<file path="config.mk">
export PLATFORM = sky130hd
export DESIGN_NAME = seq_driver
export DESIGN_NICKNAME = d
export VERILOG_FILES = /design/src/rtl/seq_driver.sv
export SDC_FILE = /design/constraint.sdc
export NUM_CORES = 1
export LEC_CHECK = 0
export ABC_AREA = 1
export BUFFER_PORTS_ARGS = -buffer_cell sky130_fd_sc_hd__buf_2
export CORE_MARGIN = 2
export CORE_UTILIZATION = 59
export CTS_CLUSTER_SIZE = 14
export DETAILED_ROUTE_END_ITERATION = 12
export GPL_TIMING_DRIVEN = 0
export PLACE_DENSITY_LB_ADDON = 0.25
export SYNTH_ARGS = -nofsm -noshare
export SYNTH_HDL_FRONTEND = slang
export SYNTH_SLANG_ARGS = --single-unit
</file>
<file path="constraint.sdc">
create_clock -name clk -period 3 [get_ports clk]
set_input_delay 0.3 -clock clk [delete_from_list [all_inputs] [get_ports clk]]
set_output_delay 0.3 -clock clk [all_outputs]
set_load 0.02 [all_outputs]
</file>
<file path="src/rtl/seq_driver.sv">
// Drives a 5-state external sequencer through a full reset/advance walk.
// At each step it compares the sequencer's state code and terminal flag with the expected values.
module seq_driver #(
    parameter int GAP   = 0,
    parameter int CNT_W = 8
) (
    input  logic             clk,
    input  logic             reset,
    input  logic             go,
    input  logic             abort,
    input  logic [4:0]       seq_out,
    input  logic             seq_ready,
    output logic             seq_rst,
    output logic             seq_start,
    output logic             busy,
    output logic             done,
    output logic             err,
    output logic [1:0]       err_code,
    output logic [CNT_W-1:0] run_count
);

    typedef enum logic [2:0] {
        ST_IDLE    = 3'd0,
        ST_CLEAR   = 3'd1,
        ST_COMPARE = 3'd2,
        ST_HOLD    = 3'd3,
        ST_ADVANCE = 3'd4,
        ST_DONE    = 3'd5,
        ST_FAIL    = 3'd6
    } state_t;

    localparam logic [3:0] GAP_LOAD = 4'(GAP - 1);

    state_t     state;
    logic [2:0] exp_code;
    logic [3:0] gap_cnt;
    logic       in_run;
    logic       code_ok;
    logic       ready_ok;

    // The upper seq_out bits take part in the match, so codes above 7 also fail as a code mismatch.
    assign in_run   = (state == ST_CLEAR) || (state == ST_COMPARE) || (state == ST_HOLD) ||
                      (state == ST_ADVANCE) || (state == ST_DONE) || (state == ST_FAIL);
    assign code_ok  = (seq_out == {2'b00, exp_code});
    assign ready_ok = (seq_ready == (exp_code == 3'd4));

    always_ff @(posedge clk or negedge reset) begin
        if (!reset) begin
            state     <= ST_IDLE;
            exp_code  <= 3'd0;
            gap_cnt   <= 4'd0;
            seq_rst   <= 1'b0;
            seq_start <= 1'b0;
            busy      <= 1'b0;
            done      <= 1'b0;
            err       <= 1'b0;
            err_code  <= 2'b00;
            run_count <= '0;
        end else begin
            seq_rst   <= 1'b0;
            seq_start <= 1'b0;
            done      <= 1'b0;
            // Abort wins over whatever the current state would have done, including a pending start.
            if (in_run && abort) begin
                state    <= ST_FAIL;
                busy     <= 1'b1;
                err      <= 1'b1;
                err_code <= 2'b11;
            end else begin
                case (state)
                    ST_IDLE: begin
                        if (go) begin
                            state    <= ST_CLEAR;
                            seq_rst  <= 1'b1;
                            busy     <= 1'b1;
                            err      <= 1'b0;
                            err_code <= 2'b00;
                        end
                    end
                    ST_CLEAR: begin
                        exp_code <= 3'd0;
                        state    <= ST_COMPARE;
                    end
                    ST_COMPARE: begin
                        if (!code_ok) begin
                            state    <= ST_FAIL;
                            err      <= 1'b1;
                            err_code <= 2'b01;
                        end else if (!ready_ok) begin
                            state    <= ST_FAIL;
                            err      <= 1'b1;
                            err_code <= 2'b10;
                        end else if (exp_code == 3'd4) begin
                            state <= ST_DONE;
                            done  <= 1'b1;
                            if (run_count != {CNT_W{1'b1}}) begin
                                run_count <= run_count + CNT_W'(1);
                            end
                        end else if (GAP > 0) begin
                            state   <= ST_HOLD;
                            gap_cnt <= GAP_LOAD;
                        end else begin
                            state     <= ST_ADVANCE;
                            seq_start <= 1'b1;
                        end
                    end
                    ST_HOLD: begin
                        if (gap_cnt == 4'd0) begin
                            state     <= ST_ADVANCE;
                            seq_start <= 1'b1;
                        end else begin
                            gap_cnt <= gap_cnt - 4'd1;
                        end
                    end
                    ST_ADVANCE: begin
                        exp_code <= exp_code + 3'd1;
                        state    <= ST_COMPARE;
                    end
                    ST_DONE: begin
                        state <= ST_IDLE;
                        busy  <= 1'b0;
                    end
                    ST_FAIL: begin
                        state <= ST_IDLE;
                        busy  <= 1'b0;
                    end
                    default: begin
                        state <= ST_IDLE;
                        busy  <= 1'b0;
                    end
                endcase
            end
        end
    end

endmodule

</file>
Yosys cells after proc, flatten, opt, wreduce, memory -nomap -nowiden
Cells that the tools add are included.
Widths: inputs -> output; s select.
{"block": "word_totals", "inputBits": 10, "elab_cells": 82, "reg_bits": 25, "out_inout_bits": 15}
{"block": "op_classes", "reduce_logical": 18, "add_sub_neg": 3, "n_eq_ne": 14, "muxes": 35, "bitwise": 2}
{"operator": "$mux 1", "n": 20}
{"operator": "$eq 3x3->1 const B", "n": 4}
{"operator": "$mux 2", "n": 6}
{"operator": "$pmux 3 s4", "n": 1}
{"operator": "$mux 3", "n": 3}
{"operator": "$add 8x1->8 const B", "n": 1}
{"operator": "$ne 8x8->1 const B", "n": 1}
{"operator": "$eq 3x2->1 const B", "n": 2}
{"operator": "$pmux 1 s2", "n": 3}
{"operator": "$pmux 3 s2", "n": 1}
{"operator": "$reduce_and 2->1", "n": 3}
{"operator": "$reduce_and 3->1", "n": 2}
{"operator": "$reduce_and 6->1", "n": 1}
{"operator": "$eq 5x3->1", "n": 1}
{"operator": "$logic_or 1x1->1", "n": 5}
{"operator": "$logic_not 4->1", "n": 1}
{"operator": "$ne 4x3->1 const B", "n": 1}
{"operator": "$pmux 2 s2", "n": 1}
{"operator": "$reduce_or 4->1", "n": 1}
{"operator": "$sub 4x1->4 const B", "n": 1}
{"operator": "$add 3x1->3 const B", "n": 1}
{"operator": "$eq 3x1->1 const B", "n": 1}
{"operator": "$logic_not 3->1", "n": 1}
{"operator": "$ne 3x1->1 const B", "n": 1}
{"operator": "other kinds (8)", "n": 9}

Longest topological paths before layout
Gate-level depths: netlist of run 1.
{"block": "logic_depth", "word_depth": 9, "mapped_depth": 10, "mapped_depth_nobuf": 10}

Worst setup path after synthesis of run 1
No wires, ideal clock.
{"block": "synth_timing", "kind": "reg-to-reg", "startpoint": "register exp_code[0]", "endpoint": "register run_count[5]", "setup_ns": 0.122, "t_required_ns": 2.878, "t_arrival_ns": 1.538, "n_path_buf": 1, "slack_ns": 1.340, "period_less_slack_ns": 1.660, "stages_incl_launch_ff": 10, "path_cell_list": "dfrtp_1 > inv_1 > ha_1 > nand2_1 > ha_1 > nor2_8 > nand3_4 > buf_6 > nand2_2 > o21ai_2"}
{"block": "synth_via", "elab_chain_len": 3, "elab_cells_between_ends": 4, "cone_classes": "eq/ne (3); reduce/logical (1)"}
{"item": "from (decl)", "line": "35", "source": "logic [2:0] exp_code;"}
{"item": "from (signal assigned)", "line": "116", "source": "exp_code <= exp_code + 3'd1;"}
{"item": "$eq 3x3->1", "line": "45, 93"}
{"item": "$eq 1x1->1", "line": "45", "source": "assign ready_ok = (seq_ready == (exp_code == 3'd4));"}
{"item": "$reduce_and 6->1 (no line) (*)"}
{"item": "to (signal assigned)", "line": "97", "source": "run_count <= run_count + CNT_W'(1);"}
{"item": "to (decl)", "line": "19", "source": "output logic [CNT_W-1:0] run_count"}
Every way passes the cells marked *; elsewhere a longest branch is shown, timed or not.
A chain may end at the register's enable or synchronous reset.

Worst setup path after layout of run 1
{"block": "layout_timing", "startpoint": "register exp_code[0]", "endpoint": "register run_count[6]"}
The elaborated chain is that of the path after synthesis.

==> results of run 1 <==
power by group:
group | leakage [nW] | internal, mW | total (mW) | switching [mW]
Combinational | 0.502 | 0.139 | 0.416 | 0.277
Sequential | 0.320 | 0.408 | 0.459 | 0.0509
Clock | 0.0150 | 0.0519 | 0.152 | 0.100
kinds of logic (layout without fill, tap and decap cells):
kind of cell,after synthesis,in the layout,synth area share
and+or+nand+nor,82,82,0.2842
adders and majority gates,6,6,0.05231
buffers and inverters,27,56,0.08283
xor gates and xnor gates,9,9,0.05492
AOI/OAI and AO/OA,20,20,0.08980
DFF,25,25,0.4359
worst min path at each step:
stage	from	end	slack [ps]	cells past startpoint
finish	abort	seq_start	190	2
CTS	abort	seq_start	180	2
global route	abort	seq_start	190	2
global placement	reset	run_count[4]	320	1
detailed placement	reset	run_count[3]	330	1
floorplan	reset	busy	4	0
critical path, cell delays in order, from the launching register on:
cell     delay [ps]
dfrtp_1         420
inv_1           110
ha_1            160
nand2_1          80
ha_1            380
nor2_8          150
nand3_4         110
buf_6           180
nand2_2          60
o21ai_2          50
cell usage in the layout, fill, tap and decap left out, types with 5 or more instances in the layout:
| cell type | n |
|---|---|
| nand2_1 | 38 |
| dfrtp_1 | 25 |
| buf_2 | 24 |
| inv_1 | 21 |
| nand3_1 | 14 |
| nor2_1 | 13 |
| o21ai_0 | 8 |
| o21ai_2 | 7 |
| ha_1 | 6 |
| xnor2_1 | 5 |
layer usage:
metal,vias to the layer above,global-route usage
li1,597,-
met1,523,0.2586
met2,18,0.4074
met3,2,0.02542
met4,0,0.06410
met5,-,0
cell type report:
class | instances | area, sq um
Multi-Input combinational cell | 117 | 690.7
Fill cell | 189 | 628.1
Sequential cell | 25 | 625.6
Timing Repair Buffer | 25 | 130.1
Inverter | 25 | 96.34
Tap cell | 28 | 35.03
Clock buffer | 4 | 26.28
Buffer | 2 | 22.52
state kept, by name (all words and copies together) (netlist names):
name / count
err: 1
seq_rst: 1
done: 1
busy: 1
gap_cnt: 4
seq_start: 1
run_count: 8
exp_code: 3
err_code: 2
state: 3
==> results.cfg, run 1 <==
[cts]
ctsResizeCount = 0
cts.sinks = 25
clk_latency_ps = 310
post_cts_buffers = 0
htree_levels = 1
cts-buffers-inserted = 3
root_buffer = clkbuf_4
clockBufferDepth = 2
clk_pin_slew_worst_paths_ps = 140
cts_tree = built
holdBufCountCts = 1

[worst_setup_path]
cp.required_ps = 3220
worstSetupPathType = reg2reg
worst-r2r-cell-count = 9
crit_fanout = 10
arrival_ps = 2020
timing.rr.end = run_count[6]
rrSetupSlack_ps = 1200
start_kind = register
worstSetupEndpointType = register
critical_path.startpoint = exp_code[0]
reg2reg_from = exp_code[0]
crit_end = run_count[6]

[detailed_routing]
drtIter0Drc = 17
routed-wl-met3_um = 73
wl_per_cell_um = 12.12
routed-wl-met2_mm = 1.430
antenna_left = 0
wirelength_met1_mm = 1.216
drt-vias-per-instance = 5.044
drc_errors = 0
drt-pass1-iter-count = 4
wirelength_mm = 2.738
vias = 1140
routed.top_layer = met4

[synthesis]
synth_most_common_cell = nand2_1
syn-instance-count = 169
synth_edf_count = 0
ys_top_cells_by_count = 38 x nand2_1, 25 x dfrtp_1, 21 x inv_1
yosysUniqueCellTypes = 23
yosys_warnings = 0
seq_area_frac_synth = 0.4359
avgSynthCellArea_sq_um = 8.492
synth_area_sq_um = 1435
ys_ff_latch = 25
synth_nets = 185
synth_top_area_share = 0.4359
yosysTopAreaCell = dfrtp_1
synth_ff_type = dfrtp_1
synthTopCellsByArea = dfrtp_1 44%, nand2_1 9.9%, inv_1 5.5%, ha_1 5.2%, nand3_1 4.9%
async_reset_ff_frac = 1.000

[pwr]
p_leak_nw = 0.8376
vdd_drop_max_mv = 0.4999
fin_total_pwr_mw = 1.028
power.density_nw_per_um2 = 631.7

[placed_design]
placed_cell_area_sq_um = 1590
globalplace.congestion = 0.8564
dp_cells = 221
dp_hpwl_mm = 2.118
pre_cts_slack_ps = 1197
port_buffers = 24

[floorplan]
die_w_um = 53.32
die_y_um = 53.32
dieArea_sq_um = 2843
io-pin-count = 25
initial_core_util = 0.6365
rows = 17
coreArea_sq_um = 2255

[layout]
fin_cells = 226
layout.nets = 215
stdcell_area_sq_um = 1627
drive_above_1_share = 0.2475
final_util = 0.7214
synthToLayoutAreaGrowth_pct = 13.34
diodes = 0

[hold_path]
hold_path.class = in2reg

[run_status]
outcome = finished, final reports clean

[sta]
min_period_over_period = 0.5999
clock.fmax_mhz = 555.6
worst_pin_slew_ps = 558.8
slew_headroom = 0.6274
layout_setup_ws_ps = 1200
slew_viol_final = 0
setup_tns_ps = 0
setup_violations = 0
fin_hold_ws_ps = 188.7
hold_viol = 0
clock_skew_ps = 6.197
period_minus_slack_ps = 1800
rsz0062_at_grt = false

[global_route]
grt_pass1_vias = 1092
grt_first_pass_wirelength_mm = 4.567
grt_start_max_net_pins = 26
grt_overflow_total = 0
track_usage = 0.2187
grt_antenna_before_repair = 0

[job]
drv_cap = 0
No activity file was read; power rests on OpenSTA's default activity.
==> run 2: changes to the inputs <==
--- a/config.mk
+++ b/config.mk
@@ -5,10 +5,10 @@
 export SDC_FILE = /design/constraint.sdc
 export NUM_CORES = 1
 export LEC_CHECK = 0
-export ABC_AREA = 1
+export ABC_AREA = 0
 export BUFFER_PORTS_ARGS = -buffer_cell sky130_fd_sc_hd__buf_2
 export CORE_MARGIN = 2
-export CORE_UTILIZATION = 59
+export CORE_UTILIZATION = 55
 export CTS_CLUSTER_SIZE = 14
 export DETAILED_ROUTE_END_ITERATION = 12
 export GPL_TIMING_DRIVEN = 0
==> constraint.sdc (replaced) <==
create_clock -name clk -period 1.67 [get_ports clk]
set_input_delay 0.167 -clock clk [delete_from_list [all_inputs] [get_ports clk]]
set_output_delay 0.167 -clock clk [all_outputs]
set_load 0.02 [all_outputs]
==> run 2 against run 1 <==
  * The flow now finishes with violations (negative setup slack)
  * Highest routed layer unchanged
  * First-iteration DRC count grew 120%
  * Clock skew grew 7.2 ps
  * Area after synthesis shrank 1.4%
  * Cell count shrank 4.9%
  * Combinational power grew to 2.9 times the previous value
  * Die area grew 5.3%
  * Total power grew 130%
  * Critical path type unchanged
  * Clock-buffer cell count shrank 1
  * Worst hold slack gained 1.1 ps
  * Worst setup slack lost 1500 ps
==> results.cfg, run 2 <==
[floorplan]
die_w_um = 54.73
rows = 18
die_y_um = 54.73
io-pin-count = 25
coreArea_sq_um = 2455
dieArea_sq_um = 2995
initial_core_util = 0.5765

[run_status]
violations = negative setup slack
outcome = complete, but fails checks

[cts]
root_buffer = clkbuf_4
cts_tree = built
clk_latency_ps = 330
clockBufferDepth = 2
htree_levels = 1
cts.sinks = 25
clk_pin_slew_worst_paths_ps = 160
cts-buffers-inserted = 3

[layout]
largest_register_ffs = 8
multi_input_area_sq_um = 799.5
top_register = run_count
stdcell_area_sq_um = 1841
drive_above_1_share = 0.3946
final_util = 0.7497
final_cell_mix = 27 x buf_2, 25 x dfrtp_1, 16 x buf_4
final_common_cell = buf_2
synthToLayoutAreaGrowth_pct = 30.06
layout.nets = 202
top_regs = run_count: 8 flops, gap_cnt: 4 flops
fillCellCount = 162
register_area_sq_um = 625.6
diodes = 0

[hold_path]
hp-start = go
holdPathEnd = busy
hold_path.class = in2reg
whs_path_depth = 3

[worst_setup_path]
max_stage_delay_ps = 420
timing.rr.end = run_count[7]
reg2reg_from = exp_code[0]
arrival_ps = 2180
worstSetupPathType = reg2reg
cp.required_ps = 1920
crit_top_cell = ha_4
start_kind = register
crit_fanout = 7
worst-r2r-cell-count = 9
worstSetupEndpointType = register
crit_chain = inv_2 -> ha_4 -> nand2_4 -> ha_4 -> nor3b_4 -> o2111ai_4 -> buf_4 -> nor4_2 -> xor2_1
path_delay_family = flip-flops
cp_slowest_cell = dfrtp_1
crit_buf_inv = 2
rrSetupSlack_ps = -250

[detailed_routing]
wl_per_cell_um = 14.26
drc_errors = 0
wirelength_mm = 3.066
drt-vias-per-instance = 5.591
drtIter0Drc = 37
drt-pass1-iter-count = 5
vias = 1202
antenna_left = 0

[synthesis]
async_reset_ff_frac = 1.000
yosys.area_share.adder = 0.06012
synth-simple-area-share = 0.2378
seq_area_frac_synth = 0.4421
synth_top_family_by_area = simple AND/OR/NAND/NOR gates
synth_nets = 154
synth_top_area_share = 0.4421
yosys_warnings = 0
yosysTopAreaCell = dfrtp_1
yosysUniqueCellTypes = 38
synth_area_sq_um = 1415
ys_top_cells_by_count = 25 x dfrtp_1, 14 x nand3_1, 13 x inv_1, 13 x nand2_1, 8 x xor2_1
synth_compound_area_frac = 0.1096
synth_edf_count = 0
ys_ff_latch = 25
synthTopCellsByArea = dfrtp_1 44%, ha_1 5.3%, nand3_1 5.0%, xor2_1 5.0%, nor4_2 3.5%
syn-instance-count = 138
synth_ff_type = dfrtp_1
avgSynthCellArea_sq_um = 10.25
synthMuxAreaShare = 0.02299
synth_most_common_cell = dfrtp_1
synth_xor_area_frac = 0.07427

[sta]
min_period_over_period = 1.153
period_minus_slack_ps = 1925
clock_skew_ps = 13.36
layout_setup_ws_ps = -254.9
fin_hold_ws_ps = 189.8
setup_tns_ps = -1701
setup_violations = 8
hold_viol = 0
rsz0062_at_grt = true
slew_viol_final = 0
clock.fmax_mhz = 519.5
slew_headroom = 0.6241
worst_pin_slew_ps = 563.9

[global_route]
grt_antenna_before_repair = 0
grt_pass1_vias = 1063
grt_start_max_net_pins = 26
grt_first_pass_wirelength_mm = 4.498
track_usage = 0.2081
grt_overflow_total = 0

[placed_design]
port_buffers = 24
placed_cell_area_sq_um = 1615
globalplace.congestion = 0.7647
dp_hpwl_mm = 1.966

[pwr]
vdd_drop_max_mv = 1.025
p_leak_nw = 0.9374
power.density_nw_per_um2 = 1269
fin_total_pwr_mw = 2.335

[job]
drv_cap = 0
-- run 2: cell count changes after synthesis, sizes merged, moves of 4 or more --
cell	change
nor4	+4
inv	-11
nor2	-11
nor2b	+4
xor2	+4
nand2	-28
nand3	-4
o21ai	-10
-- run 2: worst max-delay path by stage --
stage                start            to  slack, ps  depth (start not counted)
6_report       exp_code[0]  run_count[7]       -250                          9
5_1_grt        exp_code[1]  run_count[7]       -360                          9
4_1_cts        exp_code[0]  run_count[1]       -210                          8
3_5_place_dp   exp_code[0]  run_count[1]       -370                          8
3_3_place_gp   exp_code[0]  run_count[1]       -330                          8
2_1_floorplan  exp_code[0]  run_count[1]       -250                          8
-- run 2: layout make-up --
cell class	instances	share of cell area
buffer	4	0.01428
clock buffer	3	0.01224
clock inverter	1	0.004079
inverter	13	0.02651
multi-input combinational	96	0.4344
sequential	25	0.3399
tap	30	0.02039
timing repair buffer	43	0.1482
-- run 2: metal layers --
metal / vias to the layer above / global-route usage / wire length, um
met1: 590 / 0.2577 / 1376
met2: 30 / 0.3611 / 1552
met4: 0 / 0.07917 / 20
met3: 2 / 0.03005 / 116
met5: - / 0 / 0
li1: 580 / - / -
-- run 2: per-stage QoR --
step                      setup WS [ps]  std cells
final                            -254.9        215
after detailed placement         -369.0        192
after global routing             -360.5        215
after floorplan                  -249.4        138
after global placement           -328.6        192
after CTS                        -205.3        207
-- run 2: power breakdown --
group	leakage, nW	internal, mW	total [mW]	switching (mW)
registers	0.320	0.720	0.824	0.104
logic	0.603	0.564	1.22	0.659
clock network	0.0139	0.0916	0.288	0.196
total	0.937	1.38	2.34	0.960
-- run 2: worst register-to-register path: cells and delay by family (launching register included) --
| family | cells | cell delay, ps |
|---|---|---|
| fa+ha+maj | 2 | 370 |
| xor+xnor | 1 | 160 |
| flops | 1 | 420 |
| compound gates | 1 | 210 |
| buf+inv | 2 | 290 |
| simple gates | 3 | 400 |
-- run 2: cells by family (layout without fill, tap and decap cells) --
family / count (synthesis) / in the layout
DFF: 25 / 25
xor gates and xnor gates: 12 / 12
buffers and inverters: 17 / 64
adders and majority gates: 7 / 7
and+or+nand+nor: 54 / 54
muxes: 3 / 3
AOI/OAI and AO/OA: 20 / 20
-- run 2: repair_timing --
item,CTS,global route
setup buffers,10,8
endpoints found under the setup margin,10,13
endpoints found under the hold margin,25,0
pin swaps,6,2
hold buffers,1,0
gates resized for setup,6,4
